--- src/rtl/noc_pkg.sv ---
`default_nettype none
// ============================================================================
// Module  : noc_pkg
// Purpose : Shared types, FSM state constants and the helper that extracts the
//           destination field for the NoC input controller.
// Rev     : 1.0  initial release
// ============================================================================
package noc_pkg;

  localparam int DEF_WIDTH_PACKET = 14;
  localparam int DEF_WIDTH_ADDR   = 3;

  typedef logic [1:0] state_t;

  localparam state_t ST_IDLE = 2'd0;
  localparam state_t ST_FWD  = 2'd1;
  localparam state_t ST_SEND = 2'd2;
  localparam state_t ST_BACK = 2'd3;

  // Destination field sits in the most significant bits of the packet.
  function automatic logic [31:0] get_dest(input logic [63:0] pkt,
                                           input int          wp,
                                           input int          wd);
    logic [63:0] sh;
    sh = pkt >> (wp - wd);
    return sh[31:0] & ((32'd1 << wd) - 32'd1);
  endfunction

endpackage
`default_nettype wire

--- src/rtl/noc_route_decode.sv ---
`default_nettype none
// ============================================================================
// Module  : noc_route_decode
// Purpose : Combinational destination -> output-select decode.
//           sel = 0 selects out1, sel = 1 selects out2.
// Rev     : 1.0  initial release
// ============================================================================
module noc_route_decode #(
  parameter int                    WIDTH_dest = 3,
  parameter logic [WIDTH_dest-1:0] MASK       = 3'b110,
  parameter logic [WIDTH_dest-1:0] ADDR       = 3'b000,
  parameter int                    LEVEL      = 0,
  parameter bit                    is_parent  = 1'b0
) (
  input  logic [WIDTH_dest-1:0] dest,
  output logic                  sel
);

  // Tree level selects which destination bit steers a downward packet;
  // clamped so an out-of-range LEVEL never produces an illegal index.
  localparam int SEL_BIT = (LEVEL >= 0 && LEVEL < WIDTH_dest) ? (WIDTH_dest - 1 - LEVEL) : 0;

  // Downward: steer on one address bit. Upward: stay in subtree if prefix matches.
  always_comb begin
    sel = 1'b0;
    if (is_parent) begin
      sel = dest[SEL_BIT];
    end else begin
      sel = ((dest & MASK) != (ADDR & MASK));
    end
  end

endmodule
`default_nettype wire

--- src/rtl/noc_input_ctrl.sv ---
`default_nettype none
// ============================================================================
// Module  : noc_input_ctrl
// Purpose : Single-slot router input controller. Accepts one packet, routes it
//           to out1/out2, models FL cycles of forward latency and BL cycles of
//           backward recovery before accepting the next packet.
// Rev     : 1.0  initial release
// ============================================================================
module noc_input_ctrl
  import noc_pkg::*;
#(
  parameter int                    WIDTH_packet = DEF_WIDTH_PACKET,
  parameter int                    WIDTH_dest   = DEF_WIDTH_ADDR,
  parameter int                    WIDTH_addr   = DEF_WIDTH_ADDR,
  parameter int                    FL           = 2,
  parameter int                    BL           = 1,
  parameter logic [WIDTH_addr-1:0] MASK         = 3'b110,
  parameter int                    LEVEL        = 0,
  parameter bit                    is_parent    = 1'b0,
  parameter int                    NUM_NODE     = 8,
  parameter logic [WIDTH_addr-1:0] ADDR         = 3'b000
) (
  input  logic                    clk,
  input  logic                    rst,
  input  logic [WIDTH_packet-1:0] in_data,
  input  logic                    in_valid,
  output logic                    in_ready,
  output logic [WIDTH_packet-1:0] out1_data,
  output logic                    out1_valid,
  input  logic                    out1_ready,
  output logic [WIDTH_packet-1:0] out2_data,
  output logic                    out2_valid,
  input  logic                    out2_ready
);

  // Parameter sanity: the address space must be fully populated.
  if (NUM_NODE != 2 ** WIDTH_addr) begin : g_chk_num_node
    $error("noc_input_ctrl: NUM_NODE must equal 2**WIDTH_addr");
  end
  if (WIDTH_dest != WIDTH_addr) begin : g_chk_dest_width
    $error("noc_input_ctrl: WIDTH_dest must equal WIDTH_addr");
  end
  if (FL < 1 || BL < 0) begin : g_chk_latency
    $error("noc_input_ctrl: FL must be >= 1 and BL >= 0");
  end

  localparam int CNT_W     = $clog2(FL + BL + 2);
  localparam int FWD_LAST  = (FL >= 2) ? (FL - 2) : 0;
  localparam int BACK_LAST = (BL >= 1) ? (BL - 1) : 0;

  state_t                  state;
  logic [CNT_W-1:0]        cnt;
  logic [WIDTH_packet-1:0] pkt;
  logic                    route;
  logic                    ready_armed;
  logic [WIDTH_dest-1:0]   dest;
  logic                    route_next;
  logic                    in_fire;
  logic                    out_fire;
  logic                    sending;

  assign dest = WIDTH_dest'(get_dest(64'(in_data), WIDTH_packet, WIDTH_dest));

  noc_route_decode #(
    .WIDTH_dest (WIDTH_dest),
    .MASK       (MASK),
    .ADDR       (ADDR),
    .LEVEL      (LEVEL),
    .is_parent  (is_parent)
  ) u_route_decode (
    .dest (dest),
    .sel  (route_next)
  );

  // Outputs derive from state so an asynchronous reset clears them at once.
  always_comb begin
    sending    = (state == ST_SEND);
    in_ready   = ready_armed && (state == ST_IDLE);
    out1_valid = sending && !route;
    out2_valid = sending && route;
    out1_data  = out1_valid ? pkt : '0;
    out2_data  = out2_valid ? pkt : '0;
    in_fire    = in_valid && in_ready;
    out_fire   = (out1_valid && out1_ready) || (out2_valid && out2_ready);
  end

  // Handshake FSM: accept -> forward delay -> present -> recovery -> accept.
  // ready_armed holds in_ready low until the first edge after reset release.
  always_ff @(posedge clk or posedge rst) begin
    if (rst) begin
      state       <= ST_IDLE;
      cnt         <= '0;
      pkt         <= '0;
      route       <= 1'b0;
      ready_armed <= 1'b0;
    end else begin
      ready_armed <= 1'b1;
      case (state)
        ST_IDLE: begin
          if (in_fire) begin
            pkt   <= in_data;
            route <= route_next;
            cnt   <= '0;
            state <= (FL == 1) ? ST_SEND : ST_FWD;
          end
        end
        ST_FWD: begin
          if (cnt == CNT_W'(FWD_LAST)) begin
            cnt   <= '0;
            state <= ST_SEND;
          end else begin
            cnt <= cnt + 1'b1;
          end
        end
        ST_SEND: begin
          if (out_fire) begin
            cnt   <= '0;
            state <= (BL == 0) ? ST_IDLE : ST_BACK;
          end
        end
        ST_BACK: begin
          if (cnt == CNT_W'(BACK_LAST)) begin
            cnt   <= '0;
            state <= ST_IDLE;
          end else begin
            cnt <= cnt + 1'b1;
          end
        end
        default: begin
          cnt   <= '0;
          state <= ST_IDLE;
        end
      endcase
    end
  end

endmodule
`default_nettype wire

--- config.mk ---
export PLATFORM = sky130hd
export DESIGN_NAME = noc_input_ctrl
export DESIGN_NICKNAME = d
export VERILOG_FILES = /design/src/rtl/noc_pkg.sv /design/src/rtl/noc_route_decode.sv /design/src/rtl/noc_input_ctrl.sv
export SDC_FILE = /design/constraint.sdc
export NUM_CORES = 1
export LEC_CHECK = 0
export BUFFER_PORTS_ARGS = -buffer_cell sky130_fd_sc_hd__buf_2
export CORE_AREA = 2 2 51 53
export CTS_BUF_LIST = sky130_fd_sc_hd__clkbuf_4 sky130_fd_sc_hd__clkbuf_8
export CTS_CLUSTER_DIAMETER = 150
export CTS_CLUSTER_SIZE = 20
export DETAILED_ROUTE_END_ITERATION = 7
export DIE_AREA = 0 0 53 55
export PLACE_DENSITY_LB_ADDON = 0.12
export RECOVER_POWER = 100
export SYNTH_ARGS = -nofsm -noshare
export SYNTH_HDL_FRONTEND = slang
export SYNTH_SLANG_ARGS = --single-unit
--- constraint.sdc ---
create_clock -name clk -period 3.5 [get_ports clk]
set_input_delay 0.7 -clock clk [delete_from_list [all_inputs] [get_ports clk]]
set_output_delay 0.7 -clock clk [all_outputs]
set_load 0.05 [all_outputs]
======== Word level (Yosys, flattened, before mapping) ========
Cells that the tools add are included.
word-level totals
  register bits after elaboration ......... 21
  input bits .............................. 19
  output and inout port bits .............. 31
  word-level logic and storage cells ...... 39
operators by class
  add/subtract/negate cells ............... 1
  equal/unequal tests ..................... 7
  mux-type cells .......................... 11
  reductions and logical operators ........ 15
operator list
  operator                                             number
  2-to-1 mux 14 bit                                    2
  2-to-1 mux 3 bit                                     3
  one-hot mux 3 bit (3 select lines)                   1
  2-to-1 mux 2 bit                                     4
  != test 2 bit, second input constant                 4
  one-hot mux 2 bit (4 select lines)                   1
  logical AND 1 bit                                    6
  equality test 2 bit, second input constant           2
  AND reduction 2 bit                                  2
  AND reduction 4 bit                                  1
  adder 3 x 1 -> 3 bit, second input constant          1
  zero test 3 bit                                      1
  nonzero test 3 bit                                   1
  equality test 2 x 1 -> 1 bit, second input constant  1
  zero test 2 bit                                      1
  OR reduction 2 bit                                   1
  zero test 1 bit                                      1
  logical OR 1 bit                                     1

======== Logic depth before layout (Yosys ltp) ========
Gate-level depths: netlist (run 1).
  depth after elaboration ................. 6
  depth in mapped cells ................... 6
  gate-level depth less buffers ........... 5

======== Hierarchy ========
From an unflattened synthesis (run 1), not the netlist that was laid out.
unflattened totals
  cells, all modules ...................... 108
  area, all modules ....................... 1203.7 um^2
by module, submodules not included
  module            times used  cells an instance  area each (um^2)  sequential area each (um^2)
  noc_input_ctrl    1           107                1197.4            525.5
  noc_route_decode  1           1                  6.3               0.0

======== Least setup slack after synthesis (run 1) ========
Ideal clock, no wire load.
  path kind ............................... register to output
  from .................................... register state[0]
  to ...................................... output port out1_data[10]
  arrival time ............................ 1.957 ns
  data required time ...................... 2.800 ns
  setup slack ............................. 0.843 ns
  cell stages (with the launch flop) ...... 6
  path buffers ............................ 1
  cell sequence ........................... dfrtp_1 > inv_1 > ha_1 > and2b_1 > clkbuf_1 > and2_1
on the way
  cells in the longest elaborated chain, start to end .. 3
RTL lines
  item                      line                   source
  start: declaration        noc_input_ctrl.sv:51   state_t state;
  start signal: assignment  noc_input_ctrl.sv:104  state <= (FL == 1) ? ST_SEND : ST_FWD;
  start signal: assignment  noc_input_ctrl.sv:118  state <= (BL == 0) ? ST_IDLE : ST_BACK;
  equality test 2 bit       noc_input_ctrl.sv:77   sending = (state == ST_SEND);
  logical AND 1 bit         noc_input_ctrl.sv:79   out1_valid = sending && !route;
  named net out1_valid      noc_input_ctrl.sv:29   output logic out1_valid,
  2-to-1 mux 14 bit         noc_input_ctrl.sv:81   out1_data = out1_valid ? pkt : '0;
  end: declaration          noc_input_ctrl.sv:28   output logic [WIDTH_packet-1:0] out1_data,
The timed path passes the listed nets, and every way through them passes these cells.

======== Worst setup path in the final report (run 1) ========
  from .................................... register state[0]
  to ...................................... output port out1_data[12]
on the way
  cells in the longest elaborated chain, start to end .. 3
RTL lines
  item                 line
  equality test 2 bit  noc_input_ctrl.sv:77
  logical AND 1 bit    noc_input_ctrl.sv:79
  2-to-1 mux 14 bit    noc_input_ctrl.sv:81
Every way passes these cells.

==> results of run 1 <==
worst register-to-register path, stage by stage (launching register included):
cell	delay, ns
dfrtp_1	0.42
inv_1	0.13
ha_1	0.20
nand3_1	0.55
mux2_2	0.51
layout make-up:
type / count / share of cell area (%)
Multi-Input combinational cell: 77 / 42.5
Sequential cell: 21 / 36.6
Timing Repair Buffer: 50 / 14.9
Tap cell: 30 / 2.61
Clock buffer: 4 / 2.09
Inverter: 5 / 1.31
sequential cells by signal, summed over array words and instances, names as in the netlist:
register and flops:
pkt 14, cnt 3, route 1, ready_armed 1, state 2
metal layers:
metal	vias up	GRT usage (%)
met5	-	0
met4	0	5.13
met3	0	3.49
met2	21	35.8
met1	465	22.3
li1	465	-
per-stage QoR:
| step | hold WS (ns) | utilization [%] | instance area (sq um) | total power, mW | setup WS, ns |
|---|---|---|---|---|---|
| 2_1_floorplan | 0.485 | - | 1190 | 1.05 | 0.843 |
| 3_3_place_gp | 0.495 | 61.6 | 1460 | 1.20 | 1.31 |
| 3_5_place_dp | 0.506 | 61.6 | 1460 | 1.23 | 1.28 |
| 4_1_cts | 0.534 | 62.9 | 1490 | 1.35 | 0.925 |
| 5_1_grt | 0.562 | 60.7 | 1440 | 1.40 | 0.557 |
| 6_report | 0.527 | 60.7 | 1440 | 1.31 | 0.734 |
power by group through the flow:
| stage | Sequential [mW] | Clock (mW) | Combinational (mW) |
|---|---|---|---|
| 4_1_cts | 0.428 | 0.128 | 0.798 |
| 3_3_place_gp | 0.426 | 0 | 0.779 |
| 2_1_floorplan | 0.396 | 0 | 0.652 |
| 6_report | 0.428 | 0.122 | 0.759 |
| 5_1_grt | 0.448 | 0.137 | 0.814 |
| 3_5_place_dp | 0.433 | 0 | 0.796 |
cell usage in the layout, fill, tap and decap left out, drive strengths merged, types with 3 or more instances in the layout:
cell type,n
mux2i,4
nand3,3
and2,16
and3,14
dfrtp,21
buf,19
ha,7
inv,5
nor2,3
mux2,15
clkbuf,35
cell families after synthesis:
| family | after synthesis |
|---|---|
| AND/OR/NAND/NOR | 43 |
| other | 1 |
| AO/OA/AOI/OAI | 7 |
| buffers and inverters | 10 |
| adder cells (fa/ha/maj) | 7 |
| multiplexers | 19 |
| flip-flops | 21 |
worst max-delay path by stage:
stage / from / end / slack [ns] / depth (start not counted)
after floorplan: state[0] / out1_data[10] / 0.84 / 5
after global placement: route / out1_data[10] / 1.31 / 3
after detailed placement: route / out1_data[12] / 1.28 / 3
after CTS: route / out1_data[12] / 0.93 / 3
after global routing: state[0] / out1_data[10] / 0.56 / 5
final: state[0] / out1_data[12] / 0.73 / 5
==> flow_summary.toml, run 1 <==
[critical_path]
critPathArrivalTime_ns = 2.07
critPathCaptureType = "output pin"
cp_top_family = "buffers and inverters"
cp_slowest_cell = "clkbuf_1"
reg2reg_slack_ns = 1.58
crit_chain = "inv_1, ha_1, and2b_1, and2_1, clkbuf_1"
start_kind = "register"
r2r-end = "pkt[10]"
slowest_delay_ns = 0.46
crit_fanout = 15
path_buf_inv = 2
rr_startpoint = "state[0]"
reg2reg_depth = 4
cp_data_required_time_ns = 2.80
crit_type = "register to output pin"

[cells_and_area]
areaGrowthSynthToFinish_pct = 21.1
final_cells = 187
fill_cells = 236
drive_gt1_share_pct = 24.2
regArea_sq_um = 526
nets = 184
n_antenna_cell = 0
multi_input_area_sq_um = 611

[detailed_routing]
num_vias = 951
top_layer = "met3"
wl_met1_mm = 1.06
met2_length_mm = 1.29
drt_first_pass_iters = 4
wire_per_inst_um = 13.1
drtAntennaViolNets = 0
drc_errors = 0
wl_met3_um = 106
totalWireLength_mm = 2.45
vias_per_cell = 5.09
drt_iter0_drc = 8

[die]
die_area_sq_mm = 0.00292
rows = 18
die_h_um = 55
initial_core_util_pct = 50.2
dieWidth_um = 53
core_area_sq_mm = 0.00236
io-pin-count = 50

[timing]
relSlewSlack_pct = 46.7
fmax_mhz = 362
min_period_over_period_pct = 79.0
hold_violations = 0
setup_viol = 0
skew_ns = 0.000806
rsz0062_at_grt = "no"
slew_violations = 0
worst_pin_slew_ns = 0.798
period_minus_slack_ns = 2.77
fin_setup_tns_ns = 0

[yosys]
synthSimpleGateAreaFrac_pct = 21.6
ys_top_cells_by_count = "21 x dfrtp_1, 16 x and2_1, 14 x and3_1, 14 x mux2_2, 7 x ha_1"
async_flop_share_pct = 100
synth_nets = 134
yosys-mux-area-fraction_pct = 17.6
syn_area_sq_mm = 0.00119
synthXorXnorAreaFrac_pct = 0
synth_top_area_share_pct = 44.3
synth_top_family_by_area = "simple AND/OR/NAND/NOR gates"
synth.top_cells.by_area = "dfrtp_1 44%, mux2_2 13%, and2_1 8.4%, and3_1 7.4%, ha_1 7.4%"
synth_compound_area_share_pct = 5.49
synth-edff-count = 0
synth_top_area_cell = "dfrtp_1"
synthDistinctLibCells = 25
ys.flop_type = "dfrtp_1"
syn_avg_cell_area_sq_um = 11.0
synthAdderAreaFrac_pct = 7.38
yosysWarnings = 0
ys_seq_elements = 21
synth_seq_area_share_pct = 44.3
yosysMostFrequentCell = "dfrtp_1"
synthCells = 108

[power]
p_clk_share_pct = 9.3
power_frac_comb_pct = 58.0
ir_drop_mv = 0.595
p_seq_share_pct = 32.7
powerDensity_mw_per_mm2 = 912
p_sw_share_pct = 52.6
p_leak_nw = 0.732
power_switching_mw = 0.689
power.internal_mw = 0.620

[global_route]
antenna_found_initial = 0
grt_pass1_vias = 969
grt_start_max_net_pins = 22
grt_pass1_wl_mm = 4.13
grt-ovfl-total = 0
grt_usage_pct = 19.1

[clocking]
cts.repair.resized = 0
postCtsHoldBufs = 0
ctsRootBufferMaster = "clkbuf_4"
cts_buffers = 3
htree_levels = 1
clock_latency_ns = 0.29
cts_buffer_depth = 2
cts_tree = "built"
clkTransAtPathRegs_ns = 0.11
postCtsSetupRepairBufs = 0
cts_sinks = 21

[place]
port_buffers = 49
place_congestion = 0.664
post-dp-hpwl_mm = 1.83
dp_cells = 183

[min_path]
hp-class = "primary input to async pin"

[outcome]
status = "finished clean"

[flow_run]
cap_violations = 0
Power figures use the tool's default switching activity.
==> inputs of run 2 (changes only) <==
--- a/config.mk
+++ b/config.mk
@@ -6,12 +6,12 @@
 export NUM_CORES = 1
 export LEC_CHECK = 0
 export BUFFER_PORTS_ARGS = -buffer_cell sky130_fd_sc_hd__buf_2
-export CORE_AREA = 2 2 51 53
+export CORE_AREA = 2 2 55 57
 export CTS_BUF_LIST = sky130_fd_sc_hd__clkbuf_4 sky130_fd_sc_hd__clkbuf_8
 export CTS_CLUSTER_DIAMETER = 150
 export CTS_CLUSTER_SIZE = 20
 export DETAILED_ROUTE_END_ITERATION = 7
-export DIE_AREA = 0 0 53 55
+export DIE_AREA = 0 0 57 59
 export PLACE_DENSITY_LB_ADDON = 0.12
 export RECOVER_POWER = 100
 export SYNTH_ARGS = -nofsm -noshare
==> constraint.sdc (replaced) <==
create_clock -name clk -period 2.53 [get_ports clk]
set_input_delay 0.506 -clock clk [delete_from_list [all_inputs] [get_ports clk]]
set_output_delay 0.506 -clock clk [all_outputs]
set_load 0.05 [all_outputs]
==> flow_summary.toml, run 2 (synthesis gave the netlist of run 1 again) <==
[place]
post-dp-hpwl_mm = 1.90
place_congestion = 0.787
port_buffers = 49
dp_slack_ns = 0.459

[clocking]
clock_latency_ns = 0.30
cts_tree = "built"
clkTransAtPathRegs_ns = 0.12
postCtsSetupRepairBufs = 0
ctsRootBufferMaster = "clkbuf_4"
htree_levels = 1
cts_sinks = 21
cts_buffer_depth = 2
cts_buffers = 3

[cells_and_area]
reg_top3 = "pkt: 14 flops, cnt: 3 flops, state: 2 flops"
largest_reg_flops = 14
layout_common_cells = "30 x clkbuf_2, 21 x dfrtp_1, 18 x buf_2"
fin_util_pct = 54.7
nets = 186
areaGrowthSynthToFinish_pct = 24.9
top_register = "pkt"
drive_gt1_share_pct = 43.4
n_antenna_cell = 0
mostFrequentLayoutCell = "clkbuf_2"

[power]
p_leak_nw = 0.835
powerDensity_mw_per_mm2 = 1250
ir_drop_mv = 0.804

[critical_path]
crit_chain = "inv_1, ha_1, and2b_2, and2_1, clkbuf_2"
crit_type = "register to output pin"
reg2reg_depth = 5
cp_top_family = "simple AND/OR/NAND/NOR gates"
crit_fanout = 15
cp_data_required_time_ns = 2.02
crit_cells = 5
slowest_delay_ns = 0.43
path_buf_inv = 2
critPathCaptureType = "output pin"
cp_slowest_cell = "dfrtp_1"
start_kind = "register"
critPathArrivalTime_ns = 1.81

[detailed_routing]
drt_iter0_drc = 11
drc_errors = 0
wire_per_inst_um = 13.1
vias_per_cell = 4.94
totalWireLength_mm = 2.48
drt_first_pass_iters = 4
drtAntennaViolNets = 0
num_vias = 938

[outcome]
status = "finished clean"

[die]
rows = 19
core_area_sq_mm = 0.00271
die_area_sq_mm = 0.00336
io-pin-count = 50
dieWidth_um = 57
initial_core_util_pct = 43.8
die_h_um = 59

[timing]
rsz0062_at_grt = "no"
relSlewSlack_pct = 46.4
slew_violations = 0
fmax_mhz = 432
hold_violations = 0
worst_slack_ns = 0.213
period_minus_slack_ns = 2.32
fin_setup_tns_ns = 0
worst_pin_slew_ns = 0.803
setup_viol = 0
skew_ns = 0.00627
min_period_over_period_pct = 91.6

[min_path]
hp-class = "primary input to async pin"

[global_route]
grt-ovfl-total = 0
grt_start_max_net_pins = 22
antenna_found_initial = 0
grt_usage_pct = 16.4
grt_pass1_wl_mm = 4.29
grt_pass1_vias = 959

[flow_run]
cap_violations = 0
## run 2: changes by cell type in the layout (fill, tap and decap cells not counted), sizes merged
cell    delta
clkbuf     +1
clkinv     +1
## run 2: path summary, 6_finish.rpt
| check | end | from | slack (ns) |
|---|---|---|---|
| min in group clk | pkt[3] | in_data[3] | 0.42 |
| min | pkt[7] | rst | 0.33 |
| max reg2reg | pkt[8] | state[0] | 0.57 |
| max | out1_data[4] | state[0] | 0.21 |
| min reg2reg | pkt[10] | pkt[10] | 0.53 |
| max in group asynchronous | pkt[8] | rst | 1.70 |
## run 2: metrics by stage
stage	power (mW)	cells	instance area [sq um]	hold slack, ns
2_1_floorplan	1.45	108	1190	0.483
3_3_place_gp	1.69	186	1470	0.495
3_5_place_dp	1.72	186	1470	0.506
4_1_cts	1.88	190	1500	0.369
5_1_grt	1.98	190	1480	0.385
6_report	1.84	190	1480	0.329
## run 2: layout make-up
type / instances / area [sq um]
Tap cell: 31 / 38.8
Clock buffer: 3 / 22.5
Clock inverter: 1 / 5.00
Inverter: 5 / 18.8
Sequential cell: 21 / 526
Fill cell: 260 / 1230
Timing Repair Buffer: 52 / 259
Multi-Input combinational cell: 77 / 612
## run 2: where the power goes
group	leakage, nW	internal (mW)	switching [mW]
sequential	0.257	0.475	0.103
clock	0.0177	0.0589	0.105
combinational	0.560	0.347	0.755
total	0.835	0.881	0.964
## run 2: repair_timing
action | 4_1_cts | 5_1_grt
hold buffers | 0 | 0
endpoints found under the hold margin | 0 | 0
setup endpoints to repair | 0 | 10
resized for setup | 0 | 1
## run 2: worst register-to-register path: stages (launching register included)
cell	delay, ns
dfrtp_1	0.40
inv_1	0.11
ha_1	0.24
nand3_1	0.07
clkbuf_1	0.61
mux2_2	0.42
## run 2: per-layer routing
metal  up-vias  wire length [um]  GRT usage [%]
li1        465                 -              -
met1       441              1110           20.4
met2        30              1210           28.7
met3         2               132           2.40
met4         0                23           6.98
met5         -                 0              0
